### src/rtl/ptp_loader_if.sv
// ptp_loader_if: byte-stream and text-memory write bus of the PTP program loader.
//   rx_data/rx_valid : incoming frame bytes (host -> loader)
//   rx_ready         : loader accepts a byte; transfer when rx_valid && rx_ready
//   mem_we/mem_addr/mem_wdata : one-cycle text memory write (loader -> memory)
// master modport: host/memory side. slave modport: the loader itself.
interface ptp_loader_if #(
  parameter int AW = 16
);
  logic [7:0]    rx_data;
  logic          rx_valid;
  logic          rx_ready;
  logic          mem_we;
  logic [AW-1:0] mem_addr;
  logic [15:0]   mem_wdata;

  modport master (
    output rx_data, rx_valid,
    input  rx_ready, mem_we, mem_addr, mem_wdata
  );

  modport slave (
    input  rx_data, rx_valid,
    output rx_ready, mem_we, mem_addr, mem_wdata
  );
endinterface

### src/rtl/ptp_loader.sv
// ptp_loader: loads a framed byte stream into PTP text memory and holds the
// processor in reset until a frame with a valid checksum has been written.
// Frame: SYNC, ADDR_HI, ADDR_LO, CNT_HI, CNT_LO, CNT x (HI, LO), CHK.
// The 8-bit sum of every byte after SYNC (CHK included) must be 8'h00.
// Ports:
//   clk       : rising-edge clock
//   reset     : asynchronous active-low reset
//   bus       : rx byte stream in, text memory write strobe/address/data out
//   halt      : PTP halt flag, sampled while the processor runs
//   cpu_reset : active-high reset to PTP
//   loading   : frame in progress (SYNC accepted, CHK not yet accepted)
//   done      : last frame passed its checksum and PTP was released
//   error     : last frame failed its checksum
module ptp_loader #(
  parameter logic [7:0] SYNC = 8'hA5,
  parameter int          AW   = 16
) (
  input  logic         clk,
  input  logic         reset,
  ptp_loader_if.slave  bus,
  input  logic         halt,
  output logic         cpu_reset,
  output logic         loading,
  output logic         done,
  output logic         error
);

  typedef enum logic [3:0] {
    S_IDLE = 4'd0,
    S_A_HI = 4'd1,
    S_A_LO = 4'd2,
    S_C_HI = 4'd3,
    S_C_LO = 4'd4,
    S_D_HI = 4'd5,
    S_D_LO = 4'd6,
    S_CHK  = 4'd7,
    S_RUN  = 4'd8
  } state_t;

  state_t        state_q, state_d;
  logic [AW-1:0] addr_q, addr_d;
  logic [15:0]   cnt_q, cnt_d;
  logic [7:0]    hi_q, hi_d;       // shared holding byte for ADDR_HI, CNT_HI and data HI
  logic [7:0]    sum_q, sum_d;
  logic          rx_ready_q, rx_ready_d;
  logic          mem_we_q, mem_we_d;
  logic [AW-1:0] mem_addr_q, mem_addr_d;
  logic [15:0]   mem_wdata_q, mem_wdata_d;
  logic          cpu_reset_q, cpu_reset_d;
  logic          loading_q, loading_d;
  logic          done_q, done_d;
  logic          error_q, error_d;
  logic          accept_s;
  logic [7:0]    sum_next_s;

  // Modulo-256 running checksum step.
  function automatic logic [7:0] sum_add(input logic [7:0] acc, input logic [7:0] b);
    return acc + b;
  endfunction

  assign bus.rx_ready  = rx_ready_q;
  assign bus.mem_we    = mem_we_q;
  assign bus.mem_addr  = mem_addr_q;
  assign bus.mem_wdata = mem_wdata_q;
  assign cpu_reset     = cpu_reset_q;
  assign loading       = loading_q;
  assign done          = done_q;
  assign error         = error_q;

  assign accept_s   = bus.rx_valid && rx_ready_q;
  assign sum_next_s = sum_add(sum_q, bus.rx_data);

  // Next-state and next-output computation for the frame parser.
  always_comb begin
    state_d     = state_q;
    addr_d      = addr_q;
    cnt_d       = cnt_q;
    hi_d        = hi_q;
    sum_d       = sum_q;
    mem_we_d    = 1'b0;
    mem_addr_d  = mem_addr_q;
    mem_wdata_d = mem_wdata_q;
    cpu_reset_d = cpu_reset_q;
    loading_d   = loading_q;
    done_d      = done_q;
    error_d     = error_q;

    if (state_q == S_RUN) begin
      // rx_ready is low here, so only halt can move the FSM.
      if (halt) begin
        state_d     = S_IDLE;
        cpu_reset_d = 1'b1;
      end else begin
        state_d = S_RUN;
      end
    end else if (accept_s) begin
      // Every byte after SYNC contributes to the checksum.
      if (state_q != S_IDLE) begin
        sum_d = sum_next_s;
      end else begin
        sum_d = sum_q;
      end

      case (state_q)
        S_IDLE: begin
          if (bus.rx_data == SYNC) begin
            sum_d     = 8'h00;
            done_d    = 1'b0;
            error_d   = 1'b0;
            loading_d = 1'b1;
            state_d   = S_A_HI;
          end else begin
            state_d = S_IDLE;
          end
        end
        S_A_HI: begin
          hi_d    = bus.rx_data;
          state_d = S_A_LO;
        end
        S_A_LO: begin
          addr_d  = AW'({hi_q, bus.rx_data});
          state_d = S_C_HI;
        end
        S_C_HI: begin
          hi_d    = bus.rx_data;
          state_d = S_C_LO;
        end
        S_C_LO: begin
          cnt_d = {hi_q, bus.rx_data};
          if ({hi_q, bus.rx_data} == 16'h0000) begin
            state_d = S_CHK;
          end else begin
            state_d = S_D_HI;
          end
        end
        S_D_HI: begin
          hi_d    = bus.rx_data;
          state_d = S_D_LO;
        end
        S_D_LO: begin
          mem_we_d    = 1'b1;
          mem_addr_d  = addr_q;
          mem_wdata_d = {hi_q, bus.rx_data};
          addr_d      = addr_q + AW'(1);   // wraps at the top of the address space
          cnt_d       = cnt_q - 16'd1;
          if (cnt_q == 16'd1) begin
            state_d = S_CHK;
          end else begin
            state_d = S_D_HI;
          end
        end
        S_CHK: begin
          loading_d = 1'b0;
          if (sum_next_s == 8'h00) begin
            cpu_reset_d = 1'b0;
            done_d      = 1'b1;
            state_d     = S_RUN;
          end else begin
            error_d = 1'b1;
            state_d = S_IDLE;
          end
        end
        default: begin
          state_d = S_IDLE;
        end
      endcase
    end else begin
      state_d = state_q;
    end

    rx_ready_d = (state_d != S_RUN);
  end

  // State and registered outputs; reset aborts any frame and re-holds PTP.
  always_ff @(posedge clk or negedge reset) begin
    if (!reset) begin
      state_q     <= S_IDLE;
      addr_q      <= {AW{1'b0}};
      cnt_q       <= 16'h0000;
      hi_q        <= 8'h00;
      sum_q       <= 8'h00;
      rx_ready_q  <= 1'b1;
      mem_we_q    <= 1'b0;
      mem_addr_q  <= {AW{1'b0}};
      mem_wdata_q <= 16'h0000;
      cpu_reset_q <= 1'b1;
      loading_q   <= 1'b0;
      done_q      <= 1'b0;
      error_q     <= 1'b0;
    end else begin
      state_q     <= state_d;
      addr_q      <= addr_d;
      cnt_q       <= cnt_d;
      hi_q        <= hi_d;
      sum_q       <= sum_d;
      rx_ready_q  <= rx_ready_d;
      mem_we_q    <= mem_we_d;
      mem_addr_q  <= mem_addr_d;
      mem_wdata_q <= mem_wdata_d;
      cpu_reset_q <= cpu_reset_d;
      loading_q   <= loading_d;
      done_q      <= done_d;
      error_q     <= error_d;
    end
  end

endmodule

### src/flat_wrapper.sv
// flat-port wrapper written by rule: the top's interface ports become plain ports
module ptp_loader_flat 
#(
  parameter logic [7:0] SYNC = 8'hA5,
  parameter int          AW   = 16
)
  (clk, reset, halt, cpu_reset, loading, done, error, bus_rx_data, bus_rx_valid, bus_rx_ready, bus_mem_we, bus_mem_addr, bus_mem_wdata);
  ptp_loader_if #(.AW(AW)) bus_i ();
  input  logic clk;
  input  logic reset;
  input  logic halt;
  output logic cpu_reset;
  output logic loading;
  output logic done;
  output logic error;
  input wire logic [$bits(bus_i.rx_data)-1:0] bus_rx_data;
  input wire logic [$bits(bus_i.rx_valid)-1:0] bus_rx_valid;
  output wire logic [$bits(bus_i.rx_ready)-1:0] bus_rx_ready;
  output wire logic [$bits(bus_i.mem_we)-1:0] bus_mem_we;
  output wire logic [$bits(bus_i.mem_addr)-1:0] bus_mem_addr;
  output wire logic [$bits(bus_i.mem_wdata)-1:0] bus_mem_wdata;
  assign bus_i.rx_data = bus_rx_data;
  assign bus_i.rx_valid = bus_rx_valid;
  assign bus_rx_ready = bus_i.rx_ready;
  assign bus_mem_we = bus_i.mem_we;
  assign bus_mem_addr = bus_i.mem_addr;
  assign bus_mem_wdata = bus_i.mem_wdata;
  ptp_loader #(.SYNC(SYNC), .AW(AW)) u_core (.clk(clk), .reset(reset), .bus(bus_i), .halt(halt), .cpu_reset(cpu_reset), .loading(loading), .done(done), .error(error));
endmodule
### config.mk
export PLATFORM = sky130hd
export DESIGN_NAME = ptp_loader_flat
export DESIGN_NICKNAME = d
export VERILOG_FILES = /design/src/rtl/ptp_loader_if.sv /design/src/rtl/ptp_loader.sv /design/src/flat_wrapper.sv
export SDC_FILE = /design/constraint.sdc
export NUM_CORES = 1
export LEC_CHECK = 0
export ABC_AREA = 1
export BUFFER_PORTS_ARGS = -buffer_cell sky130_fd_sc_hd__buf_4
export CAP_MARGIN = 20
export CORE_MARGIN = 1.5
export CORE_UTILIZATION = 53
export DETAILED_ROUTE_END_ITERATION = 8
export HOLD_SLACK_MARGIN = 0.12
export PLACE_DENSITY = 0.75
export SYNTH_ARGS = -nofsm -noshare
export SYNTH_HDL_FRONTEND = slang
export SYNTH_SLANG_ARGS = --single-unit
### constraint.sdc
create_clock -name clk -period 1.91 [get_ports clk]
set_input_delay 0.382 -clock clk [delete_from_list [all_inputs] [get_ports clk]]
set_output_delay 0.382 -clock clk [all_outputs]
set_load 0.02 [all_outputs]
* Word-level counts from Yosys, hierarchy flattened
Cells that the tools add are included.
Cells by class: equality and inequality tests 15, muxes and demuxes 28, reduce and logical (&&, ||, !) cells 21, $add $sub $neg 3, bitwise operators 1
Operators by type and width (count):
- $pmux 16 s2 | 2
- $pmux 4 s8 | 1
- $mux 8 | 3
- $add 16x1->16 const B | 1
- $eq 16x1->1 const B | 1
- $eq 4x3->1 const B | 4
- $logic_not 16->1 | 1
- $mux 4 | 4
- $sub 16x1->16 const B | 1
- $mux 1 | 13
- $reduce_and 3->1 | 4
- $reduce_bool 2->1 | 6
- $reduce_and 5->1 | 2
- $add 8x8->8 | 1
- $eq 4x2->1 const B | 2
- $eq 8x8->1 const B | 1
- $logic_not 8->1 | 1
- $reduce_and 4->1 | 2
- $pmux 1 s2 | 3
- $eq 4x1->1 const B | 1
- $eq 4x4->1 const B | 1
- $logic_not 4->1 | 1
- $mux 2 | 2
- $ne 2x1->1 const B | 2
- other kinds (7) | 8
Word-level totals: output and inout port bits 38, register bits 90

* Longest topological paths before layout
Gate-level depths: netlist of run 1.
depth after elaboration 7, depth in mapped cells 12, mapped depth without buffers 12

* Worst setup path after synthesis of run 1
No wires, ideal clock.
path kind input to register, start input bus_rx_data[0], end register u_core.cpu_reset_q (netlist: u_core.cpu_reset), setup time 0.079 ns, arrival 1.765 ns, slack 0.066 ns, buffers on the path 0, stages 12, path through ha_1 -> fa_1 -> nand2_1 -> nand3_1 -> nand3_1 -> nand2_1 -> nand2_1 -> nand2_1 -> nor2_1 -> nand2_1 -> o21ai_1 -> nand2_1
On the way: word-level cells in the longest chain between the ends 4
RTL lines:
- from (decl) | line flat_wrapper.sv:16 | input wire logic [$bits(bus_i.rx_data)-1:0] bus_rx_data;
- $add 8x8->8 | line ptp_loader.sv:58 | return acc + b;
- $logic_not 8->1 | line ptp_loader.sv:154 | if (sum_next_s == 8'h00) begin
- $reduce_bool 2->1 (no source line)
- $reduce_and 4->1 (no source line)
- to (signal assigned) | line ptp_loader.sv:200 | cpu_reset_q <= cpu_reset_d;
- to (decl) | line ptp_loader.sv:49 | logic cpu_reset_q, cpu_reset_d;
No other way between the ends. A chain may end at the register's enable or synchronous reset.

* Worst setup path after layout of run 1
start register u_core.sum_q[0], end register u_core.cpu_reset_q (netlist: u_core.cpu_reset)
On the way: word-level cells in the longest chain between the ends 4
RTL lines:
- from (decl) | line ptp_loader.sv:44 | logic [7:0] sum_q, sum_d;
- from (signal assigned) | line ptp_loader.sv:195 | sum_q <= sum_d;
- $add 8x8->8 | line ptp_loader.sv:58
- $logic_not 8->1 | line ptp_loader.sv:154
- $reduce_bool 2->1 (no source line)
- $reduce_and 4->1 (no source line)
No other way between the ends.

==> impl_metrics.tcl, run 1 <==
set metrics [dict create \
    synth_top_cell_by_area "dfrtp_1" \
    drt_iter0_markers 210 \
    path_clk_slew_ns 0.10 \
    hold_violations 0 \
    cts.sinks 90 \
    netlist.area_leader.share_pct 45.82 \
    first_pass_iters 5 \
    worst_slew_pin_slew_ns 0.4693 \
    ys.flop_type "dfrtp_1" \
    r2r_slack_ns -0.07 \
    multi_input_area_sq_um 2230 \
    cts_tree "done" \
    startpoint "u_core.sum_q[0]" \
    ys_types 33 \
    h-tree-depth 3 \
    finalCritPeriodShare_pct 103.6 \
    wl_per_cell_um 14.61 \
    cp_max_fo 3 \
    die_w_um 98.23 \
    peakVddDrop_uv 820.8 \
    seqCellArea_sq_um 2255 \
    wl_met1_mm 5.486 \
    clock.fmax_ghz 0.5051 \
    nets 729 \
    final_cell_mix "166 x nand2_1, 88 x dfrtp_1, 77 x o21ai_0" \
    rsz0062_at_grt "yes" \
    maxSlewHeadroom_pct 68.71 \
    grt_antenna_before_repair 0 \
    total_leakage_power_nw 2.885 \
    required_ns 2.22 \
    hold_path.class "input port to flip-flop" \
    dp.cells 800 \
    synthArstFlopShare_pct 100.0 \
    timing.rr.end "u_core.cpu_reset" \
    antenna_left 0 \
    antenna_cells 0 \
    wl_met2_mm 5.630 \
    reg2reg_from "u_core.sum_q[0]" \
    drive_gt1_share_pct 17.58 \
    area_growth_pct 19.53 \
    num_rows 34 \
    gp_congestion 0.8814 \
    synth_edf_count 0 \
    grt_use_total_pct 25.95 \
    final-setup-viol-count 2 \
    fp.coreArea_sq_um 8763 \
    cts-root-buf "clkbuf_8" \
    slew_viol_final 0 \
    reg2reg_depth 9 \
    clkLatencyLatePin_ns 0.37 \
    grt_pass1_vias 4060 \
    grt_max_degree 63 \
    top_layer "met4" \
    synth.top_cells.by_area "dfrtp_1 46%, nand2_1 13%, o21ai_0 8.0%, inv_1 5.9%, nor2_1 5.1%" \
    skew_ns 0.01622 \
    worstHoldStart "halt" \
    dp_hpwl_mm 8.828 \
    crit_path_end_kind "flip-flop" \
    vias_per_cell 5.342 \
    start_util_pct 54.84 \
    fill_cells 767 \
    power_density_nw_per_um2 1621 \
    syn-instance-count 634 \
    clockBufferDepth 2 \
    port_buffers 49 \
    die_area_sq_um 9648 \
    min_period_ns 1.980 \
    mostFrequentLayoutCell "nand2_1" \
    ys_seq_area_share_pct 46.91 \
    grt_overflow 0 \
    crit_type "flip-flop to flip-flop" \
    fin_util_pct 65.55 \
    num_vias 4375 \
    pin_count 50 \
    syn_area_per_cell_sq_um 7.580 \
    hold-path-endpoint "u_core.cpu_reset" \
    outcome "finished, violations left" \
    synth-seq-cells 90 \
    syn-cell-area_sq_um 4806 \
    cts_buffers 9 \
    crit_arrival_ns 2.29 \
    hold-path-cell-count 3 \
    fin_ws_ns -0.06971 \
    cap_violations 0 \
    grt_pass1_wl_mm 19.88 \
    cp-start-kind "flip-flop" \
    violations "setup timing" \
    met3_wirelength_um 576 \
    routed_wl_mm 11.96 \
    ys_warn_count 0 \
    die-height_um 98.23 \
    final-instance-count-excl-fill 819 \
    syn_nets 657 \
    drc 0 \
]
[state kept, by name (all words and copies together), names as in the netlist, 4 cells and up]
register and cells:
u_core.state_q 4, u_core.addr_q 16, u_core.cnt_q 16, u_core.sum_q 8, u_core.bus.mem_wdata 16, u_core.bus.mem_addr 16, u_core.hi_q 8
[kinds of logic (layout without fill, tap and decap cells)]
family / count (synthesis) / count (layout) / share of synthesized area [%]
compound gates: 124 / 124 / 13.95
xor+xnor: 12 / 12 / 2.187
fa+ha+maj: 11 / 11 / 3.020
buf+inv: 97 / 174 / 7.888
flops: 90 / 90 / 46.91
simple gates: 300 / 300 / 26.03
[worst max-delay path: stages, from the launching register on]
cell and delay, ns:
dfrtp_1 0.44, ha_4 0.19, fa_2 0.42, xor2_1 0.19, nor2_1 0.11, nand3_1 0.13, nor2_4 0.13, nand2_2 0.09
o21ai_2 0.16, nand2_1 0.06
[Yosys cell counts, types with 2 or more instances]
master	count
a22o_1	5
nand2_1	170
o21ai_0	77
nor3_1	10
dfrtp_1	88
xnor2_1	3
inv_2	5
clkbuf_1	6
dfstp_2	2
a211oi_1	2
nand3b_1	2
ha_1	10
nand2_2	3
nor2_1	65
a21oi_1	23
a31oi_1	8
nand3_1	29
nor2_2	10
o21ai_1	3
o22ai_1	2
xor2_1	9
buf_2	9
nand4_1	8
inv_1	76
[cell type report]
type / count / area share, %
clock buffers: 10 / 2.222
inverters: 81 / 5.337
clock inverters: 6 / 1.263
flip-flops and latches: 90 / 39.25
well taps: 108 / 2.352
multi-input cells: 447 / 38.82
repair buffers: 77 / 10.76
[what timing repair did]
action                     4_1_cts  5_1_grt
pin swaps                        0        7
buffers inserted                 0        2
hold buffers                     1        0
setup endpoints to repair        4       21
gates resized for setup          3       14
hold endpoints to repair        21        0
[how the worst max path moves through the flow]
stage / cells after the start / end
2_1_floorplan: 12 / u_core.cpu_reset
3_3_place_gp: 13 / u_core.cpu_reset
3_5_place_dp: 13 / u_core.cpu_reset
4_1_cts: 9 / u_core.cpu_reset
5_1_grt: 12 / u_core.cpu_reset
6_report: 9 / u_core.cpu_reset
[where the power goes]
part	switching, mW	internal, mW	leakage [nW]	total, mW
Combinational	2.78	1.76	1.67	4.53
Clock	0.733	0.620	0.0975	1.35
Sequential	0.670	2.75	1.12	3.42
Total	4.18	5.13	2.88	9.31
[stage by stage]
step	total power [mW]	setup slack, ns	hold slack, ns	TNS, ns	instance area [sq um]
after floorplan	6.220	0.06609	0.08641	0	4806
after global placement	7.639	-0.1610	0.3160	-0.6782	5459
after detailed placement	7.783	-0.2339	0.3206	-0.9245	5459
after CTS	9.173	0.0006386	0.2471	0	5677
after global routing	10.09	-0.1768	0.2713	-0.5218	5744
final	9.309	-0.06971	0.2528	-0.09602	5744
[per-layer routing]
metal	track usage [%]	vias to the layer above
met5	0	-
met4	8.667	0
met3	6.228	18
met2	41.17	111
met1	35.23	2052
li1	-	2194
No activity file was read; power rests on OpenSTA's default activity.
==> run 2, diff against run 1 <==
- CELL_PAD_IN_SITES_DETAIL_PLACEMENT: not set -> 2
- CELL_PAD_IN_SITES_GLOBAL_PLACEMENT: not set -> 2
- CORE_UTILIZATION: 53 -> 32
- CTS_BUF_LIST: not set -> sky130_fd_sc_hd__clkbuf_4 sky130_fd_sc_hd__clkbuf_8
- PLACE_DENSITY: 0.75 -> 0.77
==> run 2 against run 1 <==
The run still ends with setup timing left. Count of clock-buffer cells in the layout stayed put. Sequential power grew 2%. Sequential share of layout area decreased by 1.2 points. Routed wire length is 37% higher. Non-clock buffer count increased by 10. Critical path type unchanged.
==> impl_metrics.tcl, run 2 (synthesis results as in run 1) <==
set metrics [dict create \
    outcome "finished, violations left" \
    violations "setup timing" \
    fp.coreArea_sq_um 14590 \
    total_leakage_power_nw 2.920 \
    vias_per_cell 5.087 \
    final-instance-count-excl-fill 905 \
    fill_cells 1701 \
    fin_util_pct 40.64 \
    dp_hpwl_mm 12.52 \
    cts.sinks 90 \
    timing.rr.end "u_core.cpu_reset" \
    clockBufferDepth 2 \
    multi_input_area_sq_um 2258 \
    whs_ns 0.2570 \
    wl_per_cell_um 18.11 \
    dp.cells 885 \
    min_period_ns 1.925 \
    area_growth_pct 23.38 \
    pwr-share-clk_pct 13.6 \
    fin_ws_ns -0.01542 \
    worstHoldStart "halt" \
    worst_slew_pin_slew_ns 0.4062 \
    num_vias 4604 \
    antenna_left 0 \
    rsz0062_at_grt "yes" \
    clock.fmax_ghz 0.5194 \
    peakVddDrop_uv 502.4 \
    cts_buffers 9 \
    start_util_pct 32.94 \
    nets 739 \
    antenna_cells 0 \
    combPwrFrac_pct 50.4 \
    port_buffers 49 \
    gp_congestion 0.8209 \
    grt_pass1_vias 5135 \
    h-tree-depth 3 \
    num_rows 44 \
    cap_violations 0 \
    tns_ns -0.01729 \
    required_ns 2.24 \
    switchingPower_mw 4.588 \
    pin_count 50 \
    reg2reg_from "u_core.sum_q[0]" \
    die-height_um 125.6 \
    skew_ns 0.01303 \
    switching_share_pct 47.33 \
    cp-start-kind "flip-flop" \
    die_area_sq_um 15760 \
    hold_violations 0 \
    reg2reg_depth 10 \
    seqCellArea_sq_um 2256 \
    grt_pass1_wl_mm 27.23 \
    first_pass_iters 4 \
    hold_path.class "input port to flip-flop" \
    die_w_um 125.6 \
    mostFrequentLayoutCell "nand2_1" \
    internal_power_mw 5.105 \
    routed_wl_mm 16.39 \
    drt_iter0_markers 146 \
    grt_overflow 0 \
    hold-path-cell-count 3 \
    r2r_slack_ns -0.02 \
    finalPower_mw 9.692 \
    path_clk_slew_ns 0.11 \
    seq_power_share_pct 36.0 \
    hold-path-endpoint "u_core.cpu_reset" \
    power_density_nw_per_um2 1635 \
    grt_max_degree 63 \
    clkLatencyLatePin_ns 0.39 \
    maxSlewHeadroom_pct 72.92 \
    grt_use_total_pct 21.73 \
    crit_type "flip-flop to flip-flop" \
    cp_max_fo 3 \
    grt_antenna_before_repair 0 \
    crit_path_end_kind "flip-flop" \
    cts-root-buf "clkbuf_8" \
    drc 0 \
    slew_viol_final 0 \
    cts_tree "done" \
    final-setup-viol-count 2 \
    crit_arrival_ns 2.26 \
    finalCritPeriodShare_pct 100.8 \
    final_cell_mix "166 x nand2_1, 87 x dfrtp_1, 83 x buf_4" \
    drive_gt1_share_pct 19.83 \
]
## run 2: worst max-delay path, stage by stage (launching register included)
cell and delay (ns):
dfrtp_1 0.43, ha_4 0.18, fa_2 0.38, nand3_1 0.10
nand3_1 0.12, nand2_1 0.12, nand3_1 0.12, nor2_4 0.16
nand2_2 0.08, o21ai_2 0.12, nand2_1 0.06
## run 2: how the worst max path moves through the flow
stage                     from  slack, ns               end
2_1_floorplan   bus_rx_data[0]       0.07  u_core.cpu_reset
3_3_place_gp    bus_rx_data[0]      -0.18  u_core.cpu_reset
3_5_place_dp    bus_rx_data[0]      -0.30  u_core.cpu_reset
4_1_cts        u_core.sum_q[0]      -0.03  u_core.cpu_reset
5_1_grt        u_core.sum_q[0]      -0.11  u_core.cpu_reset
6_report       u_core.sum_q[0]      -0.02  u_core.cpu_reset
## run 2: layout make-up
class / instances / area share, %
clock buffer: 10 / 2.321
clock inverter: 6 / 0.8230
inverter: 81 / 5.149
multi-input combinational: 447 / 38.09
sequential: 90 / 38.05
tap: 184 / 3.883
timing repair buffer: 87 / 11.69
## run 2: timing repair
item / CTS / global route
endpoints found under the hold margin: 21 / 0
pin swaps: 4 / 1
setup endpoints to repair: 5 / 12
hold buffers: 1 / 0
resized for setup: 8 / 17
setup buffers: 1 / 2
## run 2: power by group through the flow
stage          clock [mW]  sequential (mW)  combinational, mW
2_1_floorplan           0             3.68               2.54
3_5_place_dp            0             3.50               4.72
6_report             1.31             3.49               4.89
5_1_grt              1.42             3.61               5.53
4_1_cts              1.35             3.49               4.81
3_3_place_gp            0             3.43               4.44
## run 2: per-stage QoR
stage | cell area, sq um | setup slack (ns)
floorplan | 4806 | 0.06609
global placement | 5622 | -0.1839
detailed placement | 5622 | -0.3015
CTS | 5852 | -0.03372
global route | 5929 | -0.1107
finish | 5929 | -0.01542
## run 2: layer usage
metal	track usage [%]	share of wire (%)	vias up	routed length, um
met2	38.04	50	58	8251
met4	6.217	1.6	0	256
li1	-	-	2203	-
met1	28.21	46	2327	7507
met3	2.610	2.3	16	374
met5	0	0	-	0
